$ cat config.mk
export PLATFORM = sky130hd
export DESIGN_NAME = uart_tx_queue
export DESIGN_NICKNAME = d
export VERILOG_FILES = /design/src/rtl/uart_pkg.sv /design/src/rtl/uart_fifo.sv /design/src/rtl/uart_tx_queue.sv
export SDC_FILE = /design/constraint.sdc
export NUM_CORES = 1
export LEC_CHECK = 0
export CAP_MARGIN = 20
export CORE_ASPECT_RATIO = 0.5
export CORE_MARGIN = 2
export CORE_UTILIZATION = 60
export CTS_CLUSTER_DIAMETER = 200
export DETAILED_ROUTE_END_ITERATION = 6
export GPL_TIMING_DRIVEN = 0
export HOLD_SLACK_MARGIN = 0.03
export MAX_ROUTING_LAYER = met4
export PLACE_DENSITY_LB_ADDON = 0.2
export SLEW_MARGIN = 5
export SYNTH_ARGS = -nofsm -noshare
export SYNTH_HDL_FRONTEND = slang
export SYNTH_SLANG_ARGS = --single-unit
export TNS_END_PERCENT = 20
$ cat constraint.sdc
create_clock -name clk -period 3.8 [get_ports clk]
set_clock_uncertainty 0.2 [all_clocks]
set_input_delay 0.76 -clock clk [delete_from_list [all_inputs] [get_ports clk]]
set_output_delay 0.76 -clock clk [all_outputs]
set_load 0.005 [all_outputs]
$ cat src/rtl/uart_pkg.sv
`default_nettype none
// ============================================================================
// Module  : uart_pkg
// Brief   : Shared UART types: TX queue FSM states and stop-bit encodings.
// Rev     : 1.0  initial release
// ============================================================================
package uart_pkg;

  typedef enum logic [1:0] {
    ST_IDLE  = 2'd0,
    ST_START = 2'd1,
    ST_WAIT  = 2'd2
  } txq_state_t;

  // Stop-bit selection codes understood by the serializer.
  localparam logic [1:0] c_STOPBITS_1   = 2'd0;
  localparam logic [1:0] c_STOPBITS_1P5 = 2'd1;
  localparam logic [1:0] c_STOPBITS_2   = 2'd2;

  localparam int unsigned c_BYTE_W = 8;

endpackage
`default_nettype wire

$ cat src/rtl/uart_fifo.sv
`default_nettype none
// ============================================================================
// Module  : uart_fifo
// Brief   : Synchronous FIFO with registered level/full/empty flags.
// Rev     : 1.0  initial release
// ============================================================================
module uart_fifo #(
  parameter int WIDTH = 8,
  parameter int DEPTH = 16
) (
  input  logic                     clk,
  input  logic                     rst,
  input  logic                     i_push,
  input  logic [WIDTH-1:0]         i_wr_data,
  input  logic                     i_pop,
  output logic [WIDTH-1:0]         o_rd_data,
  output logic [$clog2(DEPTH):0]   o_level,
  output logic                     o_full,
  output logic                     o_empty
);

  localparam int c_PW = $clog2(DEPTH);
  localparam int c_LW = c_PW + 1;

  logic [WIDTH-1:0] r_mem [DEPTH];
  logic [c_PW-1:0]  r_wr_ptr;
  logic [c_PW-1:0]  r_rd_ptr;
  logic [c_LW-1:0]  r_level;
  logic [c_LW-1:0]  w_level_nxt;
  logic             r_full;
  logic             r_empty;
  logic             w_pop;
  logic             w_push;

  // A push into a full FIFO is legal only when the head leaves on the same edge.
  assign w_pop  = i_pop && !r_empty;
  assign w_push = i_push && (!r_full || w_pop);

  always_comb begin
    w_level_nxt = r_level;
    if (w_push && !w_pop) begin
      w_level_nxt = r_level + c_LW'(1);
    end else if (!w_push && w_pop) begin
      w_level_nxt = r_level - c_LW'(1);
    end
  end

  always_ff @(posedge clk) begin
    if (w_push) begin
      r_mem[r_wr_ptr] <= i_wr_data;
    end
  end

  // Flags come from the next level so all three stay consistent every cycle.
  always_ff @(posedge clk) begin
    if (rst) begin
      r_wr_ptr <= '0;
      r_rd_ptr <= '0;
      r_level  <= '0;
      r_full   <= 1'b0;
      r_empty  <= 1'b1;
    end else begin
      if (w_push) begin
        r_wr_ptr <= r_wr_ptr + c_PW'(1);
      end
      if (w_pop) begin
        r_rd_ptr <= r_rd_ptr + c_PW'(1);
      end
      r_level <= w_level_nxt;
      r_full  <= (w_level_nxt == c_LW'(DEPTH));
      r_empty <= (w_level_nxt == '0);
    end
  end

  assign o_rd_data = r_mem[r_rd_ptr];
  assign o_level   = r_level;
  assign o_full    = r_full;
  assign o_empty   = r_empty;

endmodule
`default_nettype wire

$ cat src/rtl/uart_tx_queue.sv
`default_nettype none
// ============================================================================
// Module  : uart_tx_queue
// Brief   : Byte FIFO feeding a UART serializer through an IDLE/START/WAIT FSM.
//           Define UART_TXQ_OVERFLOW_CNT_EN to add overflow/drop_count outputs.
// Rev     : 1.0  initial release
// ============================================================================
module uart_tx_queue
  import uart_pkg::*;
#(
  parameter int DEPTH = 16
) (
  input  logic                   clk,
  input  logic                   rst,
  input  logic                   wr_en,
  input  logic [7:0]             wr_data,
  output logic                   full,
  output logic                   empty,
  output logic [$clog2(DEPTH):0] level,
  output logic [7:0]             tx_data,
  output logic                   tx_start,
  input  logic                   tx_done,
  output logic                   busy
`ifdef UART_TXQ_OVERFLOW_CNT_EN
  ,
  output logic                   overflow,
  output logic [7:0]             drop_count
`endif
);

  txq_state_t                 r_state;
  txq_state_t                 w_state_nxt;
  logic                       w_pop;
  logic                       w_push;
  logic                       w_load;
  logic [7:0]                 w_head;
  logic [7:0]                 r_tx_data;
  logic [$clog2(DEPTH):0]     w_level;
  logic                       w_full;
  logic                       w_empty;

  assign w_pop  = (r_state == ST_START);
  assign w_push = wr_en && (!w_full || w_pop);

  uart_fifo #(
    .WIDTH (8),
    .DEPTH (DEPTH)
  ) u_fifo (
    .clk       (clk),
    .rst       (rst),
    .i_push    (w_push),
    .i_wr_data (wr_data),
    .i_pop     (w_pop),
    .o_rd_data (w_head),
    .o_level   (w_level),
    .o_full    (w_full),
    .o_empty   (w_empty)
  );

  always_comb begin
    w_state_nxt = r_state;
    w_load      = 1'b0;
    case (r_state)
      ST_IDLE: begin
        if (!w_empty) begin
          w_state_nxt = ST_START;
          w_load      = 1'b1;
        end
      end
      ST_START: w_state_nxt = ST_WAIT;
      ST_WAIT: begin
        if (tx_done) begin
          w_state_nxt = ST_IDLE;
        end
      end
      default: w_state_nxt = ST_IDLE;
    endcase
  end

  // The head byte is captured on entry to START so it is valid in START
  // and held unchanged through WAIT while the FIFO moves on.
  always_ff @(posedge clk) begin
    if (rst) begin
      r_state   <= ST_IDLE;
      r_tx_data <= 8'h00;
    end else begin
      r_state <= w_state_nxt;
      if (w_load) begin
        r_tx_data <= w_head;
      end
    end
  end

  assign tx_start = (r_state == ST_START);
  assign tx_data  = r_tx_data;
  assign busy     = (r_state != ST_IDLE);
  assign full     = w_full;
  assign empty    = w_empty;
  assign level    = w_level;

`ifdef UART_TXQ_OVERFLOW_CNT_EN
  logic       w_drop;
  logic       r_overflow;
  logic [7:0] r_drop_count;

  assign w_drop = wr_en && w_full && !w_pop;

  always_ff @(posedge clk) begin
    if (rst) begin
      r_overflow   <= 1'b0;
      r_drop_count <= 8'h00;
    end else if (w_drop) begin
      r_overflow <= 1'b1;
      if (r_drop_count != 8'hFF) begin
        r_drop_count <= r_drop_count + 8'd1;
      end
    end
  end

  assign overflow   = r_overflow;
  assign drop_count = r_drop_count;
`endif

endmodule
`default_nettype wire

# Word level (Yosys, flattened, before mapping)
# Memory sizes are Yosys's and may differ from the RTL's. A register that Yosys moved wholly into a read port is not among the register bits.
# Index checks and enable logic that the tools add are counted.
dict set report op_classes {
  add_sub_neg 4
  mul 0
  div_mod_pow 0
  n_lt_le_gt_ge 0
  n_eq_ne 5
  n_shift 0
  mux 9
  bitwise 0
  n_reduce_logical 15
}
# op count
set ops {}
lappend ops {{two-way mux 5 bit} 2}
lappend ops {{adder 4 x 1 -> 4 bit, second input constant} 2}
lappend ops {{case mux 2 bit (3 select lines)} 1}
lappend ops {{adder 5 x 1 -> 5 bit, second input constant} 1}
lappend ops {{== test 5 bit, second input constant} 1}
lappend ops {{logical AND 1 bit} 5}
lappend ops {{logical NOT 5 bit} 1}
lappend ops {{subtractor 5 x 1 -> 5 bit, second input constant} 1}
lappend ops {{logical NOT 1 bit} 4}
lappend ops {{two-way mux 1 bit} 4}
lappend ops {{two-way mux 2 bit} 2}
lappend ops {{inequality test 2 bit, second input constant} 2}
lappend ops {{== test 2 x 1 -> 1 bit, second input constant} 1}
lappend ops {{== test 2 bit, second input constant} 1}
lappend ops {{logical NOT 2 bit} 1}
lappend ops {{logical OR 1 bit} 2}
lappend ops {{AND reduction 2 bit} 1}
lappend ops {{nonzero test 2 bit} 1}
dict set report totals {
  regBits 17
  latchBits 0
  ram_bits 128
  romBits 0
  input_bits 12
  out_inout_bits 17
  elab_cells 40
  n_memories 1
}
# memory depth width read_ports rd_clocked_by_memory_dff write_ports line
set mem_list {}
lappend mem_list {u_fifo.r_mem 16 8 1 1 1 uart_fifo.sv:25} ;# logic [WIDTH-1:0] r_mem [DEPTH];

# Longest topological paths before layout
# Gate-level depths: netlist of run 1.
dict set report logic_depth {
  word_depth 9
  ltp_mapped 6
  mapped_depth_nobuf 6
}

# Cells and area by module
# From an unflattened synthesis of run 1, not the netlist that was laid out.
dict set report unflattened {
  hier_cells 343
  hier_area_um2 6356.1
}
# mod instances cells_each area_each_um2 seq_area_each_um2
set modules_own_cells {}
lappend modules_own_cells {uart_fifo 1 298 5909.4 4224.1}
lappend modules_own_cells {uart_tx_queue 1 45 446.7 200.2}

# Worst setup path after synthesis of run 1
# No wires, ideal clock.
dict set report synth_path {
  path_kind {input-to-reg}
  start {input wr_en}
  end {memory u_fifo.r_mem[0][0], enable pin}
  setup_time_ns 0.383
  arrival_ns 2.036
  t_required_ns 3.217
  setup_slack_ns 1.180
  path_stages 4
  path_cell_list {clkbuf_1 > a21boi_2 > nand2_1 > nor3_1}
}
dict set report synth_via {
  elab_chain_len 4
}
# element line
set synth_rtl {}
lappend synth_rtl {{start, declared} uart_tx_queue.sv:15} ;# input logic wr_en,
lappend synth_rtl {{logical AND 1 bit} uart_tx_queue.sv:43} ;# assign w_push = wr_en && (!w_full || w_pop);
lappend synth_rtl {{logical AND 1 bit} uart_fifo.sv:37} ;# assign w_push = i_push && (!r_full || w_pop);
lappend synth_rtl {{two-way mux 1 bit} uart_fifo.sv:49} ;# if (w_push) begin
lappend synth_rtl {{two-way mux 1 bit (implied by the code)} uart_fifo.sv:50} ;# r_mem[r_wr_ptr] <= i_wr_data;
lappend synth_rtl {{end, declared} uart_fifo.sv:25}
# No other way between the ends.

# Worst setup path in the final report of run 1
dict set report layout_path {
  start {input wr_en}
  end {memory u_fifo.r_mem[8][2], enable pin}
}
# Same word-level chain as after synthesis.

==> flow_summary.json, run 1 <==
{
  "outcome": "finished clean",
  "maxCapViolations": 0,
  "timing.slew.headroom": 0.396,
  "worstHoldEndpoint": "tx_data[4]$_SDFFE_PP0P_",
  "crit_type": "in -> reg",
  "yosysTopAreaCellShare": 0.626,
  "worstMarginPinSlew_ns": 0.903,
  "hpwl_mm": 8.17,
  "routabilityCongestion": 0.776,
  "wl_mm": 12.4,
  "hold_depth": 2,
  "path_clk_slew_ns": 0.06,
  "clkSinkCount": 153,
  "yosysMostFrequentCell": "edfxtp_1",
  "io_buffers": 28,
  "core_area_mm2": 0.0101,
  "max_freq_mhz": 318,
  "via_count": 3356,
  "nets": 424,
  "post_dp_cell_area_mm2": 0.00660,
  "htreeDepth": 4,
  "rsz0062_at_grt": "false",
  "rrSetupSlack_ns": 1.04,
  "crit_family": "simple AND/OR/NAND/NOR gates",
  "wl_per_cell_um": 22.2,
  "dieArea_mm2": 0.0111,
  "diodes": 0,
  "min_from": "tx_data[4]$_SDFFE_PP0P_",
  "hold_viol_final": 0,
  "cts_buffers": 17,
  "worst_hold_path_type": "reg -> reg",
  "slew_viol_final": 0,
  "syn_nets": 373,
  "finalCritPeriodShare": 0.826,
  "crit_path_end_kind": "register",
  "required_ns": 3.64,
  "netlist_area_mm2": 0.00614,
  "drc": 0,
  "ys_seq_area_frac": 0.707,
  "vdd.ir_drop.worst_v": 0.000374,
  "ys.flop_type": "edfxtp_1",
  "ff2ff_path_depth": 4,
  "critPathSlowestCell": "nor2_1",
  "avgSynthCellArea_um2": 17.4,
  "synth_top_cell_by_area": "edfxtp_1",
  "arrival_ns": 2.98,
  "grt_max_degree": 17,
  "area.growth.synth_to_final_pct": 17.3,
  "post_cts_buffers": 0,
  "p_leak_nw": 2.36,
  "reg2reg_to": "u_fifo.r_mem[11][2]$_DFFE_PP_",
  "setup_tns_ns": 0,
  "die_x_um": 147,
  "synth.area.top_cells": "edfxtp_1 63%, mux4_2 12%, dfxtp_1 8.1%, a22oi_1 2.0%, nor2_1 1.5%",
  "pre_cts_slack_ns": 0.0459,
  "start_util": 0.609,
  "postLayoutSetupSlackWorst_ns": 0.660,
  "root_buffer": "clkbuf_16",
  "finalCriticalPeriod_ns": 3.14,
  "async_flop_share": 0,
  "path_cells": "clkdlybuf4s50_1 -> clkbuf_1 -> a21boi_2 -> nand2_1 -> nor2_1",
  "antenna_left": 0,
  "antenna_found_initial": 0,
  "start_kind": "primary input",
  "cts_hold_buf": 0,
  "avgViaCountPerCell": 6.01,
  "die_height_um": 75.5,
  "syn_inst": 354,
  "drive_above_1_share": 0.194,
  "synth-edff-count": 128,
  "std_cell_rows": 26,
  "synth-seq-cells": 153,
  "yosysWarnings": 0,
  "cp_num_buf_inv": 2,
  "setup_violations": 0,
  "insertion_delay_ns": 0.42,
  "crit_fanout": 10,
  "slowest_delay_ns": 0.74,
  "clk_path_buf_depth": 2,
  "hold_slack_ns": 0.262,
  "power_density_mw_per_mm2": 540,
  "synth_commonest_cells": "128 x edfxtp_1, 32 x mux4_2, 25 x dfxtp_1",
  "grt_pass1_wl_mm": 18.7,
  "cts_tree": "done",
  "grt_pass1_vias": 3360,
  "cts_resized": 0,
  "drtIter0Drc": 265,
  "synth.distinct_cells": 47,
  "ios": 29,
  "track_usage": 0.248,
  "detail_route.first_pass.iterations": 5,
  "worstReg2RegStart": "r_state[0]$_SDFFE_PP0P_",
  "overflow": 0,
  "final_area_mm2": 0.00720
}
-- area by class of cell --
type / instances / area, um^2
timing repair buffer: 32 / 300
clock buffer: 17 / 425
multi-input combinational: 174 / 1670
tap: 140 / 175
sequential: 153 / 4340
inverter: 7 / 26.3
fill: 631 / 2880
clock inverter: 15 / 159
buffer: 20 / 98.8
-- kinds of logic after synthesis --
family,Yosys count,synth area share
flops,153,0.707
simple gates,76,0.0640
compound gates,49,0.0621
mux,34,0.121
buf+inv,27,0.0204
xor+xnor,8,0.0114
fa+ha+maj,7,0.0143
-- stage by stage --
stage	util	total power, mW	std cells
floorplan	-	2.12	354
global placement	0.654	2.25	522
detailed placement	0.654	2.26	522
CTS	0.712	3.91	554
global route	0.714	4.01	558
finish	0.714	3.89	558
-- flip-flops by register name, summed over array words and instances (netlist names) --
name             flops
u_fifo.r_mem       128
tx_data              8
u_fifo.o_level       5
u_fifo.r_rd_ptr      4
u_fifo.r_wr_ptr      4
r_state              2
u_fifo.o_empty       1
u_fifo.o_full        1
-- worst max-delay path by stage --
| stage | start | endpoint | cells after the start |
|---|---|---|---|
| detailed placement | wr_en | u_fifo.r_mem[0][0]$_DFFE_PP_ | 5 |
| CTS | wr_en | u_fifo.r_mem[0][1]$_DFFE_PP_ | 5 |
| global placement | wr_en | u_fifo.r_mem[1][0]$_DFFE_PP_ | 5 |
| floorplan | wr_en | u_fifo.r_mem[0][0]$_DFFE_PP_ | 4 |
| global route | wr_en | u_fifo.r_mem[8][2]$_DFFE_PP_ | 5 |
| finish | wr_en | u_fifo.r_mem[8][2]$_DFFE_PP_ | 5 |
-- power breakdown --
part           internal (mW)  total (mW)  switching, mW
registers               1.86        1.90         0.0385
logic                  0.163       0.333          0.170
clock network           1.02        1.65          0.634
total                   3.05        3.89          0.843
-- layout by cell type (no fill, tap or decap), types with 4 or more instances in the layout --
cell type,instances
a21o_1,9
xor2_1,5
clkinv_2,6
a22oi_1,16
buf_2,6
clkbuf_16,17
mux4_2,32
ha_1,7
dfxtp_1,25
nor3_1,7
nor2_1,24
nand2_1,16
a21oi_1,13
clkbuf_1,5
nand2b_1,4
buf_1,7
inv_1,7
clkdlybuf4s50_1,28
edfxtp_1,128
-- worst register-to-register path, delay by kind of cell, from the launching register on --
kind	cells	cell delay, ns
AOI/OAI and AO/OA	1	0.32
buffers and inverters	1	0.30
DFF	1	0.41
and+or+nand+nor	2	1.15
-- metal layers --
| layer | wire [um] | track usage | vias to the layer above | part of all wire |
|---|---|---|---|---|
| met4 | 181 | 0.0962 | 0 | 0.015 |
| met3 | 960 | 0.0772 | 21 | 0.077 |
| met2 | 6060 | 0.401 | 139 | 0.49 |
| met1 | 5190 | 0.304 | 1685 | 0.42 |
| li1 | - | - | 1511 | - |
| met5 | 0 | - | - | 0 |
(Power assumes the default switching activity.)
==> run 2: changes to the inputs <==
--- a/config.mk
+++ b/config.mk
@@ -8,7 +8,7 @@
 export CAP_MARGIN = 20
 export CORE_ASPECT_RATIO = 0.5
 export CORE_MARGIN = 2
-export CORE_UTILIZATION = 60
+export CORE_UTILIZATION = 54
 export CTS_CLUSTER_DIAMETER = 200
 export DETAILED_ROUTE_END_ITERATION = 6
 export GPL_TIMING_DRIVEN = 0
==> constraint.sdc (replaced) <==
create_clock -name clk -period 2.7 [get_ports clk]
set_clock_uncertainty 0.2 [all_clocks]
set_input_delay 0.54 -clock clk [delete_from_list [all_inputs] [get_ports clk]]
set_output_delay 0.54 -clock clk [all_outputs]
set_load 0.005 [all_outputs]
==> run 2 against run 1 <==
Via count shrank 1.0%. Worst hold slack gained 0.0086 ns. Worst setup slack lost 0.60 ns. Global-route usage shrank 3.1 points. Non-clock buffer count is the same. Critical path depth shrank 1. Sequential share of layout area shrank 0.59 points. Design area grew 0.99%. Clock power grew 47%. Core utilization shrank 5.6 points. Critical endpoint is now u_fifo.r_mem[15][5]$_DFFE_PP_.
==> flow_summary.json, run 2 (synthesized netlist as in run 1, its figures left out) <==
{
  "start_util": 0.556,
  "setup_tns_ns": 0,
  "timing.slew.headroom": 0.506,
  "slew_viol_final": 0,
  "arrival_ns": 2.48,
  "avgViaCountPerCell": 5.90,
  "detail_route.first_pass.iterations": 4,
  "cts_tree": "done",
  "grt_pass1_vias": 3436,
  "rsz0062_at_grt": "true",
  "cts_buffers": 17,
  "antenna_left": 0,
  "std_cell_rows": 27,
  "crit_type": "reg -> reg",
  "dieArea_mm2": 0.0123,
  "setup_violations": 0,
  "die_x_um": 155,
  "ios": 29,
  "track_usage": 0.217,
  "grt_use_met2": 0.353,
  "hold_slack_ns": 0.271,
  "clk_path_buf_depth": 2,
  "ff2ff_path_depth": 4,
  "root_buffer": "clkbuf_16",
  "post_dp_cell_area_mm2": 0.00662,
  "clkSinkCount": 153,
  "final_common_cell": "edfxtp_1",
  "crit_fanout": 10,
  "busiest_layer": "met2",
  "start_kind": "register",
  "rrSetupSlack_ns": 0.06,
  "maxCapViolations": 0,
  "fin_cells": 563,
  "overflow": 0,
  "required_ns": 2.54,
  "finalCritPeriodShare": 0.978,
  "core_area_mm2": 0.0110,
  "drive_above_1_share": 0.222,
  "io_buffers": 28,
  "regMostFlops": "u_fifo.r_mem",
  "outcome": "finished clean",
  "routabilityCongestion": 0.887,
  "hold_viol_final": 0,
  "min_from": "tx_data[0]$_SDFFE_PP0P_",
  "via_count": 3321,
  "met3_usage": 0.0483,
  "wl_per_cell_um": 21.6,
  "p_leak_nw": 2.38,
  "reg2reg_to": "u_fifo.r_mem[15][5]$_DFFE_PP_",
  "worstHoldEndpoint": "tx_data[0]$_SDFFE_PP0P_",
  "worstMarginPinSlew_ns": 0.738,
  "insertion_delay_ns": 0.41,
  "power_density_mw_per_mm2": 767,
  "worstReg2RegStart": "r_state[0]$_SDFFE_PP0P_",
  "worst_hold_path_type": "reg -> reg",
  "largest_reg_flops": 128,
  "antenna_found_initial": 0,
  "htreeDepth": 4,
  "crit_path_end_kind": "register",
  "p_total_mw": 5.58,
  "hpwl_mm": 8.42,
  "grt_pass1_wl_mm": 18.5,
  "use_met1": 0.272,
  "final_cell_mix": "128 x edfxtp_1, 32 x mux4_2, 28 x clkdlybuf4s50_1",
  "place_inst": 531,
  "die_height_um": 79.4,
  "post_cts_buffers": 0,
  "nets": 424,
  "path_clk_slew_ns": 0.06,
  "max_freq_mhz": 379,
  "drtIter0Drc": 302,
  "wl_mm": 12.1,
  "vdd.ir_drop.worst_v": 0.000585,
  "drc": 0,
  "diodes": 0,
  "final_area_mm2": 0.00727,
  "grt_max_degree": 17,
  "hold_depth": 2,
  "cts_hold_buf": 0,
  "fillers": 729,
  "finalCriticalPeriod_ns": 2.64,
  "area.growth.synth_to_final_pct": 18.4
}
## run 2: cell count changes in the layout (fill, tap and decap cells not counted), sizes merged
cell | previous run | this run
bufinv | 3 | 4
clkinvlp | 3 | 2
## run 2: per-layer routing
layer / routed length [um] / share of wire / vias up
li1: - / - / 1509
met1: 5080 / 0.42 / 1683
met2: 6030 / 0.50 / 108
met3: 874 / 0.072 / 21
met4: 172 / 0.014 / 0
met5: 0 / 0 / -
## run 2: layout make-up
class	count	area, um^2	share of cell area
Sequential cell	153	4340	0.597
Multi-Input combinational cell	174	1710	0.236
Clock buffer	17	425	0.0585
Timing Repair Buffer	32	300	0.0413
Clock inverter	15	183	0.0251
Tap cell	145	181	0.0249
Buffer	20	100	0.0138
Inverter	7	26.3	0.00361
## run 2: worst max-delay path by stage
stage                                 start                            end  slack (ns)  cells past startpoint
floorplan           r_state[1]$_SDFFE_PP0P_   u_fifo.r_mem[0][0]$_DFFE_PP_        0.27                      5
global placement                      wr_en   u_fifo.r_mem[0][1]$_DFFE_PP_       -0.80                      5
detailed placement                    wr_en   u_fifo.r_mem[8][1]$_DFFE_PP_       -0.63                      5
CTS                 r_state[0]$_SDFFE_PP0P_  u_fifo.r_mem[11][2]$_DFFE_PP_        0.01                      4
global route        r_state[0]$_SDFFE_PP0P_   u_fifo.r_mem[3][7]$_DFFE_PP_       -0.15                      5
finish              r_state[0]$_SDFFE_PP0P_  u_fifo.r_mem[15][5]$_DFFE_PP_        0.06                      4
## run 2: through the flow
stage	setup slack [ns]	utilization
finish	0.0588	0.658
floorplan	0.272	-
global placement	-0.801	0.598
CTS	0.0110	0.657
detailed placement	-0.629	0.600
global route	-0.152	0.658
## run 2: what timing repair did
item / in CTS / in global routing
endpoints found under the hold margin: 0 / 0
gates resized for setup: 10 / 4
setup endpoints to repair: 90 / 50
## run 2: power breakdown
group	leakage [nW]	switching, mW	internal, mW	total, mW
combinational	0.730	0.247	0.230	0.477
clock	0.293	0.892	1.53	2.42
sequential	1.36	0.0546	2.62	2.68
total	2.38	1.19	4.38	5.58
## run 2: critical path, cell delays in order (launching register included)
cell and delay [ns]:
dfxtp_1 0.40, nor3b_2 0.39, buf_2 0.30, o211ai_1 0.30
nor2_1 0.67
